<file path="config.mk">
export PLATFORM = sky130hd
export DESIGN_NAME = multi_module_status_monitor
export DESIGN_NICKNAME = d
export VERILOG_FILES = /design/src/rtl/multi_module_status_monitor.sv
export SDC_FILE = /design/constraint.sdc
export NUM_CORES = 2
export LEC_CHECK = 0
export BUFFER_PORTS_ARGS = -buffer_cell sky130_fd_sc_hd__buf_2
export CAP_MARGIN = 20
export CORE_MARGIN = 1
export CORE_UTILIZATION = 62
export CTS_CLUSTER_DIAMETER = 50
export CTS_CLUSTER_SIZE = 30
export DETAILED_ROUTE_END_ITERATION = 7
export GPL_TIMING_DRIVEN = 1
export PLACE_DENSITY = 0.8
export SETUP_SLACK_MARGIN = 0.2
export SYNTH_ARGS = -nofsm -noshare
export SYNTH_HDL_FRONTEND = slang
export SYNTH_SLANG_ARGS = --single-unit
</file>
<file path="constraint.sdc">
create_clock -name clock -period 7.85 [get_ports clock]
set_input_delay 1.1775 -clock clock [delete_from_list [all_inputs] [get_ports clock]]
set_output_delay 1.1775 -clock clock [all_outputs]
set_load 0.03 [all_outputs]
</file>
<file path="src/rtl/multi_module_status_monitor.sv">
// multi_module_status_monitor
// Watches NUM_CH HLS ap_ctrl_chain interfaces in parallel. Per channel it
// tracks outstanding transactions, saturating start/done counts and
// done-to-done interval statistics, flags stalls and protocol errors, and
// raises a global deadlock flag. Statistics are read through an indexed,
// combinational readout port. Asserting finish freezes everything until reset.
//
// Handshake: a start is accepted on a rising edge where ap_start & ap_ready
// (event S); a done is consumed on a rising edge where ap_done & ap_continue
// (event D). ap_done held high with ap_continue low is downstream
// back-pressure and is not a completion.
module multi_module_status_monitor #(
    parameter int NUM_CH      = 4,
    parameter int CNT_W       = 32,
    parameter int OUT_W       = 4,
    parameter int STALL_LIMIT = 1024,
    localparam int RD_W       = (NUM_CH > 1) ? $clog2(NUM_CH) : 1
) (
    input  logic                  clock,
    input  logic                  reset,
    input  logic                  finish,
    input  logic [NUM_CH-1:0]     ap_start,
    input  logic [NUM_CH-1:0]     ap_ready,
    input  logic [NUM_CH-1:0]     ap_done,
    input  logic [NUM_CH-1:0]     ap_continue,
    output logic [2*NUM_CH-1:0]   ch_state,
    output logic [NUM_CH-1:0]     stall,
    output logic [NUM_CH-1:0]     proto_err,
    output logic                  deadlock,
    output logic                  all_idle,
    input  logic [RD_W-1:0]       rd_sel,
    output logic [CNT_W-1:0]      rd_start_cnt,
    output logic [CNT_W-1:0]      rd_done_cnt,
    output logic [CNT_W-1:0]      rd_last_ii,
    output logic [CNT_W-1:0]      rd_min_ii,
    output logic [CNT_W-1:0]      rd_max_ii,
    output logic [OUT_W-1:0]      rd_outstanding
);

    typedef enum logic [1:0] {
        ST_IDLE      = 2'd0,
        ST_BUSY      = 2'd1,
        ST_DONE_WAIT = 2'd2,
        ST_STALLED   = 2'd3
    } ch_state_e;

    localparam int               NOP_W   = $clog2(STALL_LIMIT + 1);
    localparam logic [NOP_W-1:0] NOP_MAX = NOP_W'(STALL_LIMIT);
    localparam logic [OUT_W-1:0] OUT_MAX = '1;

    // Freeze is sticky: the edge that samples finish and every later edge hold.
    logic frozen_q;
    logic frozen;
    assign frozen = finish | frozen_q;

    // Sticky freeze register, cleared only by reset.
    always_ff @(posedge clock or negedge reset) begin
        if (!reset) frozen_q <= 1'b0;
        else        frozen_q <= frozen;
    end

    // Flattened per-channel statistics feeding the readout mux.
    logic [NUM_CH*CNT_W-1:0] start_flat, done_flat, last_flat, min_flat, max_flat;
    logic [NUM_CH*OUT_W-1:0] out_flat;

    for (genvar g = 0; g < NUM_CH; g++) begin : g_ch
        ch_state_e        state_q, state_d;
        logic [OUT_W-1:0] out_q, out_d;
        logic [CNT_W-1:0] start_q, start_d, done_q, done_d;
        logic [CNT_W-1:0] tmr_q, tmr_d, tmr_inc;
        logic [CNT_W-1:0] last_q, last_d, min_q, min_d, max_q, max_d;
        logic             run_q, run_d;
        logic [NOP_W-1:0] nop_q, nop_d;
        logic             stall_q, stall_d, err_q, err_d;
        logic             s_ev, d_ev, d_ok, hold_done;

        assign s_ev      = ap_start[g] & ap_ready[g];
        assign d_ev      = ap_done[g] & ap_continue[g];
        // A done with nothing outstanding is a protocol error, not a completion.
        assign d_ok      = d_ev & (out_q != '0);
        assign hold_done = ap_done[g] & ~ap_continue[g];
        assign tmr_inc   = (tmr_q == '1) ? tmr_q : tmr_q + CNT_W'(1);

        // Counters, outstanding, interval timer and no-progress counter.
        always_comb begin
            out_d   = out_q;
            start_d = start_q;
            done_d  = done_q;
            tmr_d   = tmr_q;
            run_d   = run_q;
            last_d  = last_q;
            min_d   = min_q;
            max_d   = max_q;
            nop_d   = nop_q;
            if (!frozen) begin
                if (s_ev && start_q != '1) start_d = start_q + CNT_W'(1);
                if (d_ok && done_q != '1)  done_d  = done_q + CNT_W'(1);

                if (s_ev && !d_ok) begin
                    if (out_q != OUT_MAX) out_d = out_q + OUT_W'(1);
                end else if (!s_ev && d_ok) begin
                    out_d = out_q - OUT_W'(1);
                end

                // Timer starts at the first done; each later done closes an interval.
                if (d_ok) begin
                    run_d = 1'b1;
                    tmr_d = '0;
                    if (run_q) begin
                        last_d = tmr_inc;
                        if (tmr_inc < min_q) min_d = tmr_inc;
                        if (tmr_inc > max_q) max_d = tmr_inc;
                    end
                end else if (run_q) begin
                    tmr_d = tmr_inc;
                end

                if (state_q == ST_BUSY || state_q == ST_DONE_WAIT) begin
                    if (s_ev || d_ev)        nop_d = '0;
                    else if (nop_q != NOP_MAX) nop_d = nop_q + NOP_W'(1);
                end else if (state_q == ST_IDLE || s_ev || d_ev) begin
                    nop_d = '0;
                end
            end
        end

        // Channel FSM next state, evaluated on post-update outstanding/nop.
        always_comb begin
            state_d = state_q;
            if (!frozen) begin
                case (state_q)
                    ST_IDLE: begin
                        if (out_d != '0) state_d = ST_BUSY;
                    end
                    ST_BUSY: begin
                        if (hold_done)             state_d = ST_DONE_WAIT;
                        else if (out_d == '0)      state_d = ST_IDLE;
                        else if (nop_d == NOP_MAX) state_d = ST_STALLED;
                    end
                    ST_DONE_WAIT: begin
                        if (ap_continue[g])        state_d = (out_d == '0) ? ST_IDLE : ST_BUSY;
                        else if (nop_d == NOP_MAX) state_d = ST_STALLED;
                    end
                    ST_STALLED: begin
                        if (s_ev || d_ev)          state_d = (out_d == '0) ? ST_IDLE : ST_BUSY;
                    end
                    default: state_d = ST_IDLE;
                endcase
            end
        end

        // Sticky flags: stall on entry to STALLED, proto_err on bad S/D.
        always_comb begin
            stall_d = stall_q;
            err_d   = err_q;
            if (!frozen) begin
                if (state_d == ST_STALLED && state_q != ST_STALLED) stall_d = 1'b1;
                if (d_ev && !d_ok)                                 err_d   = 1'b1;
                if (s_ev && !d_ok && out_q == OUT_MAX)             err_d   = 1'b1;
            end
        end

        // Channel FSM state register.
        always_ff @(posedge clock or negedge reset) begin
            if (!reset) state_q <= ST_IDLE;
            else        state_q <= state_d;
        end

        // Channel statistics and flag registers.
        always_ff @(posedge clock or negedge reset) begin
            if (!reset) begin
                out_q   <= '0;
                start_q <= '0;
                done_q  <= '0;
                tmr_q   <= '0;
                run_q   <= 1'b0;
                last_q  <= '0;
                min_q   <= '1;
                max_q   <= '0;
                nop_q   <= '0;
                stall_q <= 1'b0;
                err_q   <= 1'b0;
            end else begin
                out_q   <= out_d;
                start_q <= start_d;
                done_q  <= done_d;
                tmr_q   <= tmr_d;
                run_q   <= run_d;
                last_q  <= last_d;
                min_q   <= min_d;
                max_q   <= max_d;
                nop_q   <= nop_d;
                stall_q <= stall_d;
                err_q   <= err_d;
            end
        end

        assign ch_state[2*g +: 2]          = state_q;
        assign stall[g]                    = stall_q;
        assign proto_err[g]                = err_q;
        assign start_flat[g*CNT_W +: CNT_W] = start_q;
        assign done_flat[g*CNT_W +: CNT_W]  = done_q;
        assign last_flat[g*CNT_W +: CNT_W]  = last_q;
        assign min_flat[g*CNT_W +: CNT_W]   = min_q;
        assign max_flat[g*CNT_W +: CNT_W]   = max_q;
        assign out_flat[g*OUT_W +: OUT_W]   = out_q;
    end

    logic any_stalled, all_quiet, none_out;

    // Global conditions over all channels' registered state.
    always_comb begin
        any_stalled = 1'b0;
        all_quiet   = 1'b1;
        none_out    = 1'b1;
        for (int i = 0; i < NUM_CH; i++) begin
            if (ch_state[2*i +: 2] == ST_STALLED) any_stalled = 1'b1;
            if (ch_state[2*i +: 2] == ST_BUSY || ch_state[2*i +: 2] == ST_DONE_WAIT) all_quiet = 1'b0;
            if (out_flat[i*OUT_W +: OUT_W] != '0) none_out = 1'b0;
        end
    end

    logic deadlock_q, all_idle_q;

    // Sticky deadlock flag and registered all-idle indication.
    always_ff @(posedge clock or negedge reset) begin
        if (!reset) begin
            deadlock_q <= 1'b0;
            all_idle_q <= 1'b1;
        end else begin
            deadlock_q <= deadlock_q | (~frozen & any_stalled & all_quiet);
            all_idle_q <= none_out;
        end
    end

    assign deadlock = deadlock_q;
    assign all_idle = all_idle_q;

    // Readout mux; an out-of-range select reads as all zeros.
    always_comb begin
        rd_start_cnt   = '0;
        rd_done_cnt    = '0;
        rd_last_ii     = '0;
        rd_min_ii      = '0;
        rd_max_ii      = '0;
        rd_outstanding = '0;
        for (int i = 0; i < NUM_CH; i++) begin
            if (rd_sel == RD_W'(i)) begin
                rd_start_cnt   = start_flat[i*CNT_W +: CNT_W];
                rd_done_cnt    = done_flat[i*CNT_W +: CNT_W];
                rd_last_ii     = last_flat[i*CNT_W +: CNT_W];
                rd_min_ii      = min_flat[i*CNT_W +: CNT_W];
                rd_max_ii      = max_flat[i*CNT_W +: CNT_W];
                rd_outstanding = out_flat[i*OUT_W +: OUT_W];
            end
        end
    end

endmodule

</file>
# [Word level (Yosys, flattened, before mapping)]
# Cells that the tools add are included.
[word_totals] register_bits=851 elab_cells=400
[op_classes] addsub=24 n_lt_le_gt_ge=8 eq_ne=51 mux=128 bitwise_logic=25 reduce_logical=113
[op_table] cell="$mux 32" count=32
[op_table] cell="$add 32x1->32 const B" count=12
[op_table] cell="$ne 32x32->1 const B" count=8
[op_table] cell="$mux 11" count=20
[op_table] cell="$eq 32x32->1 const B" count=4
[op_table] cell="$gt 32x32->1" count=4
[op_table] cell="$lt 32x32->1" count=4
[op_table] cell="$mux 4" count=20
[op_table] cell="$mux 2" count=28
[op_table] cell="$reduce_and 2->1" count=24
[op_table] cell="$add 11x1->11 const B" count=4
[op_table] cell="$eq 11x11->1 const B" count=4
[op_table] cell="$ne 11x11->1 const B" count=4
[op_table] cell="$pmux 2 s4" count=4
[op_table] cell="$reduce_and 4->1" count=8
[op_table] cell="$reduce_bool 4->1" count=8
[op_table] cell="$eq 2x2->1 const B" count=14
[op_table] cell="$logic_and 1x1->1" count=28
[op_table] cell="$mux 1" count=24
[op_table] cell="$and 1x1->1" count=18
[op_table] cell="$add 4x1->4 const B" count=4
[op_table] cell="$eq 4x4->1 const B" count=4
[op_table] cell="$logic_not 4->1" count=4
[op_table] cell="$logic_or 1x1->1" count=16
[op_table] cell="other kinds (10)" count=49

# [Depth between registers and ports, before layout]
[logic_depth] ltp_word=15 ltp_mapped=21 mapped_depth_nobuf=19

# [Worst setup path before layout]
# Ideal clock, no wire load.
[synth_timing] kind="reg-to-reg" start="register g_ch[3].tmr_q[14]" end="register g_ch[3].max_q[10]" arrival_ns=4.702 path_slack_ns=3.023 stages_incl_launch_ff=21 n_path_buf=3 cell_sequence="dfrtp_1 -> clkbuf_1 -> and4_1 -> and4_1 -> nand3_1 -> buf_2 -> nand4_1 -> nor4_1 -> and2_1 -> nand4_1 -> xnor2_1 -> ha_1 -> a21o_1 -> a21oi_1 -> nor2b_1 -> o21ai_0 -> a211o_1 -> a31oi_1 -> o31ai_1 -> clkbuf_1 -> mux2_2"
[synth_via] elab_chain_len=4 elab_cells_between_ends=5 classes_between="add/sub (1); order compare (1); eq/ne (1); mux (1); reduce/logical (1)"
[synth_rtl] item="start: declaration" line_no="70" text="logic [CNT_W-1:0] tmr_q, tmr_d, tmr_inc;"
[synth_rtl] item="start signal: assignment" line_no="187" text="tmr_q <= tmr_d;"
[synth_rtl] item="$add 32x1->32 / $eq 32x32->1 (equally long branches)" line_no="82" text="assign tmr_inc = (tmr_q == '1) ? tmr_q : tmr_q + CNT_W'(1);"
[synth_rtl] item="$mux 32 (*)" line_no="82"
[synth_rtl] item="via g_ch[3].tmr_inc[17]" line_no="70"
[synth_rtl] item="$gt 32x32->1 (*)" line_no="112" text="if (tmr_inc > max_q) max_d = tmr_inc;"
[synth_rtl] item="$reduce_and 4->1 (no line) (*)"
[synth_rtl] item="end signal: assignment" line_no="191" text="max_q <= max_d;"
[synth_rtl] item="end: declaration" line_no="71" text="logic [CNT_W-1:0] last_q, last_d, min_q, min_d, max_q, max_d;"
# Mark *: on every way through the listed nets, which the timed path passes. The rest lies on a longest branch.
# A chain may end at the register's enable or synchronous reset.

# [Worst setup path after layout]
[layout_timing] start="register g_ch[3].tmr_q[18]" end="register g_ch[3].max_q[5]"
# The elaborated chain is that of the path after synthesis.

==> flow_summary_export.csv <==
group,metric,value,unit
sta,final-setup-viol-count,0,
floorplan,dieArea,0.0810,mm²
final_layout,nets,5034,
sta,fin_crit,6.72,ns
worst_setup_path,required,8.41,ns
detailed_routing,first_pass_iters,6,
worst_setup_path,cp.buffers_inverters,1,
flow_run,drv_cap,0,
sta,finClkSkew,0.0450,ns
detailed_routing,vias,38300,
detailed_routing,via_per_inst,6.55,
synthesis,synth_ff_type,"dfrtp_1",
worst_setup_path,worstPathArrival,7.27,ns
global_route,grt_pass1_vias,38300,
worst_setup_path,critPathKind,"reg2reg",
worst_setup_path,endpoint,"g_ch[3].max_q[5]",
synthesis,syn_nets,4785,
synthesis,yosys_warnings,0,
detailed_routing,drc,0,
cts,postCtsSetupRepairBufs,0,
sta,worstMarginPinSlew,1.16,ns
cts,cts_sinks,851,
synthesis,ys_seq_elements,851,
floorplan,die_w,285,µm
detailed_routing,drtIter0Drc,4027,
hold_path,hp-class,"reg2reg",
synthesis,synth.avg_cell_area,11.1,µm²
sta,timing.hold.ws,0.480,ns
floorplan,core_area,0.0790,mm²
global_route,antenna_found_initial,2,
cts,htreeDepth,3,
detailed_routing,ant_nets,0,
worst_setup_path,crit_path_start_kind,"flip-flop",
cts,cts_tree,"built",
worst_setup_path,crit_path_max_fanout,21,
final_layout,antenna_cells,0,
synthesis,synth_edf_count,0,
synthesis,synth-async-reset-ratio,100,%
floorplan,dieHeight,285,µm
cts,clock_tree.buffer_depth,3,
placed_design,portBuffers,202,
sta,hold_viol,0,
worst_setup_path,reg2reg_depth,17,
sta,fin_crit_sh,85.6,%
sta,rsz0062_at_grt,"no",
cts,cts_made_buffers,99,
sta,totalNegativeSetupSlack,0,ns
cts,ctsHoldBuffers,0,
global_route,grt_max_degree,173,
worst_setup_path,r2r_start,"g_ch[3].tmr_q[18]",
cts,clk-insertion-delay-late,0.69,ns
pwr,peakVddDrop,197,µV
synthesis,yosys.area.top_type_share,36.5,%
floorplan,floorplan.initialDensity,62.7,%
floorplan,rows,103,
worst_setup_path,cp_top_family,"simple AND/OR/NAND/NOR gates",
synthesis,synth-seq-area-share,43.3,%
cts,root_buffer,"clkbuf_16",
sta,relSlewSlack,22.8,%
final_layout,area_delta_synth_final,12.4,%
worst_setup_path,r2r_slack,1.13,ns
global_route,grt_pass1_wl,226000,µm
sta,clock.fmax,149,MHz
worst_setup_path,path_cells,"and4_1, and4_1, nand3_1, nand4_1, nor4_2, nand2_1, nor2_1, xor2_1, ha_1, nand4_1, nor2_1, nand3_1, nor3_1, a21boi_0, o31ai_4, buf_4, mux2_2",
global_route,overflow,0,
outcome,status,"finished clean",
worst_setup_path,cp-startpoint,"g_ch[3].tmr_q[18]",
worst_setup_path,r2r-end,"g_ch[3].max_q[5]",
worst_setup_path,cpMaxStageDelayCell,"nor4_2",
placed_design,gp_congestion,1.00,
pwr,cellLeakagePower,26.3,nW
detailed_routing,routedWlPerCell,24.7,µm
detailed_routing,wirelength,145000,µm
worst_setup_path,end_kind,"flip-flop",
floorplan,floorplan.io_pins,203,
synthesis,synth_top_cell_by_area,"dfrtp_1",
global_route,grt.total_usage,36.1,%
cts,cts_resized,0,
synthesis,synthCells,4466,
placed_design,hpwlAfterDp,104000,µm
final_layout,final_layout_size_suffix_gt1_share,25.1,%
pwr,p_per_area,174,mW/mm²
cts,clkTransAtPathRegs,0.06,ns
sta,maxSlewViolCount,0,
synthesis,synth_area_leaders,"dfrtp_1 36%, mux2_2 8.6%, ha_1 7.5%",
synthesis,yosysUniqueCellTypes,88,
worst_setup_path,cpPeakStageDelay,0.75,ns
worst_setup_path,crit_cells,17,
synthesis,syn_area,0.0495,mm²
[synth_stat cells, drive strengths merged, types with 32 or more instances]
| cell | instances |
|---|---|
| and2 | 32 |
| nand4 | 165 |
| mux2 | 393 |
| and4 | 50 |
| dfrtp | 722 |
| a21oi | 94 |
| dfstp | 129 |
| nand2 | 293 |
| nand3 | 187 |
| nor4 | 42 |
| clkbuf | 99 |
| inv | 346 |
| nor3 | 65 |
| xnor2 | 261 |
| and3 | 78 |
| nor2 | 207 |
| mux4 | 164 |
| a22o | 95 |
| xor2 | 117 |
| o21ai | 155 |
| ha | 298 |
| a21o | 82 |
| buf | 59 |
[registers in the layout, summed over array words and instances (netlist names), 16 cells and up]
name	count
g_ch.start_q	128
g_ch.max_q	128
g_ch.done_q	128
g_ch.out_q	16
g_ch.tmr_q	128
g_ch.nop_q	44
g_ch.min_q	128
g_ch.last_q	128
[worst min-delay path by stage]
stage / start / to / slack [ns] / cells after the start
6_report: g_ch[2].err_q / g_ch[2].err_q / 0.48 / 1
5_1_grt: g_ch[3].stall_q / g_ch[3].stall_q / 0.50 / 1
4_1_cts: g_ch[2].err_q / g_ch[2].err_q / 0.47 / 1
3_5_place_dp: g_ch[2].err_q / g_ch[2].err_q / 0.46 / 1
3_3_place_gp: g_ch[2].err_q / g_ch[2].err_q / 0.45 / 1
2_1_floorplan: g_ch[0].err_q / g_ch[0].err_q / 0.43 / 1
[placed cells by master, fill, tap and decap left out, types with 15 or more instances in the layout]
cell	n
o21ai_0	149
xnor2_1	261
nand2_1	289
buf_4	96
mux4_2	164
a211oi_1	15
o21a_1	23
a21o_1	82
a21oi_1	92
ha_1	298
nor4_1	37
mux2_2	377
nand4_1	165
nor3_1	65
nor2b_1	25
buf_2	199
a22o_1	95
dfrtp_1	722
or3_1	17
and2_1	30
nor2_1	205
clkbuf_16	102
inv_6	16
and4_1	50
clkinvlp_4	15
a31oi_1	21
xor2_1	117
o31ai_1	28
and3_1	78
inv_1	345
nand3_1	187
dfstp_2	129
mux2_1	16
[area by class of cell]
type                            count  area (µm²)
Sequential cell                   851       21500
Multi-Input combinational cell   3111       26200
Fill cell                        5505       23400
Tap cell                         1050        1310
Inverter                          346        1300
Clock buffer                      113        2630
Timing Repair Buffer              306        1920
Clock inverter                     73         826
[power breakdown]
group | switching (mW) | internal, mW | total (mW)
Combinational | 0.286 | 0.132 | 0.418
Sequential | 0.0348 | 4.41 | 4.44
Clock | 2.19 | 2.64 | 4.83
[through the flow]
stage,instances,setup slack (ns),cell area [µm²],util (%),total power [mW]
2_1_floorplan,4466,3.02,49500,-,4.75
3_3_place_gp,5663,1.72,52100,66.0,4.93
3_5_place_dp,5664,1.61,52200,66.0,4.94
4_1_cts,5850,1.56,55600,70.4,9.73
5_1_grt,5850,1.03,55600,70.4,9.95
6_report,5850,1.13,55600,70.4,9.69
[layer usage]
metal	global-route usage, %	part of all wire, %
met5	0	0.019
met4	19.8	6.2
met3	6.32	7.7
met2	55.8	46
met1	48.6	40
[kinds of logic after synthesis]
kind of cell | count (synthesis) | share of synthesized area, %
and+or+nand+nor | 1222 | 12.8
DFF | 851 | 43.3
AOI/OAI and AO/OA | 647 | 9.10
muxes | 566 | 16.6
buffers and inverters | 504 | 3.95
xor gates and xnor gates | 378 | 6.69
adders and majority gates | 298 | 7.53
Power figures use the tool's default switching activity.
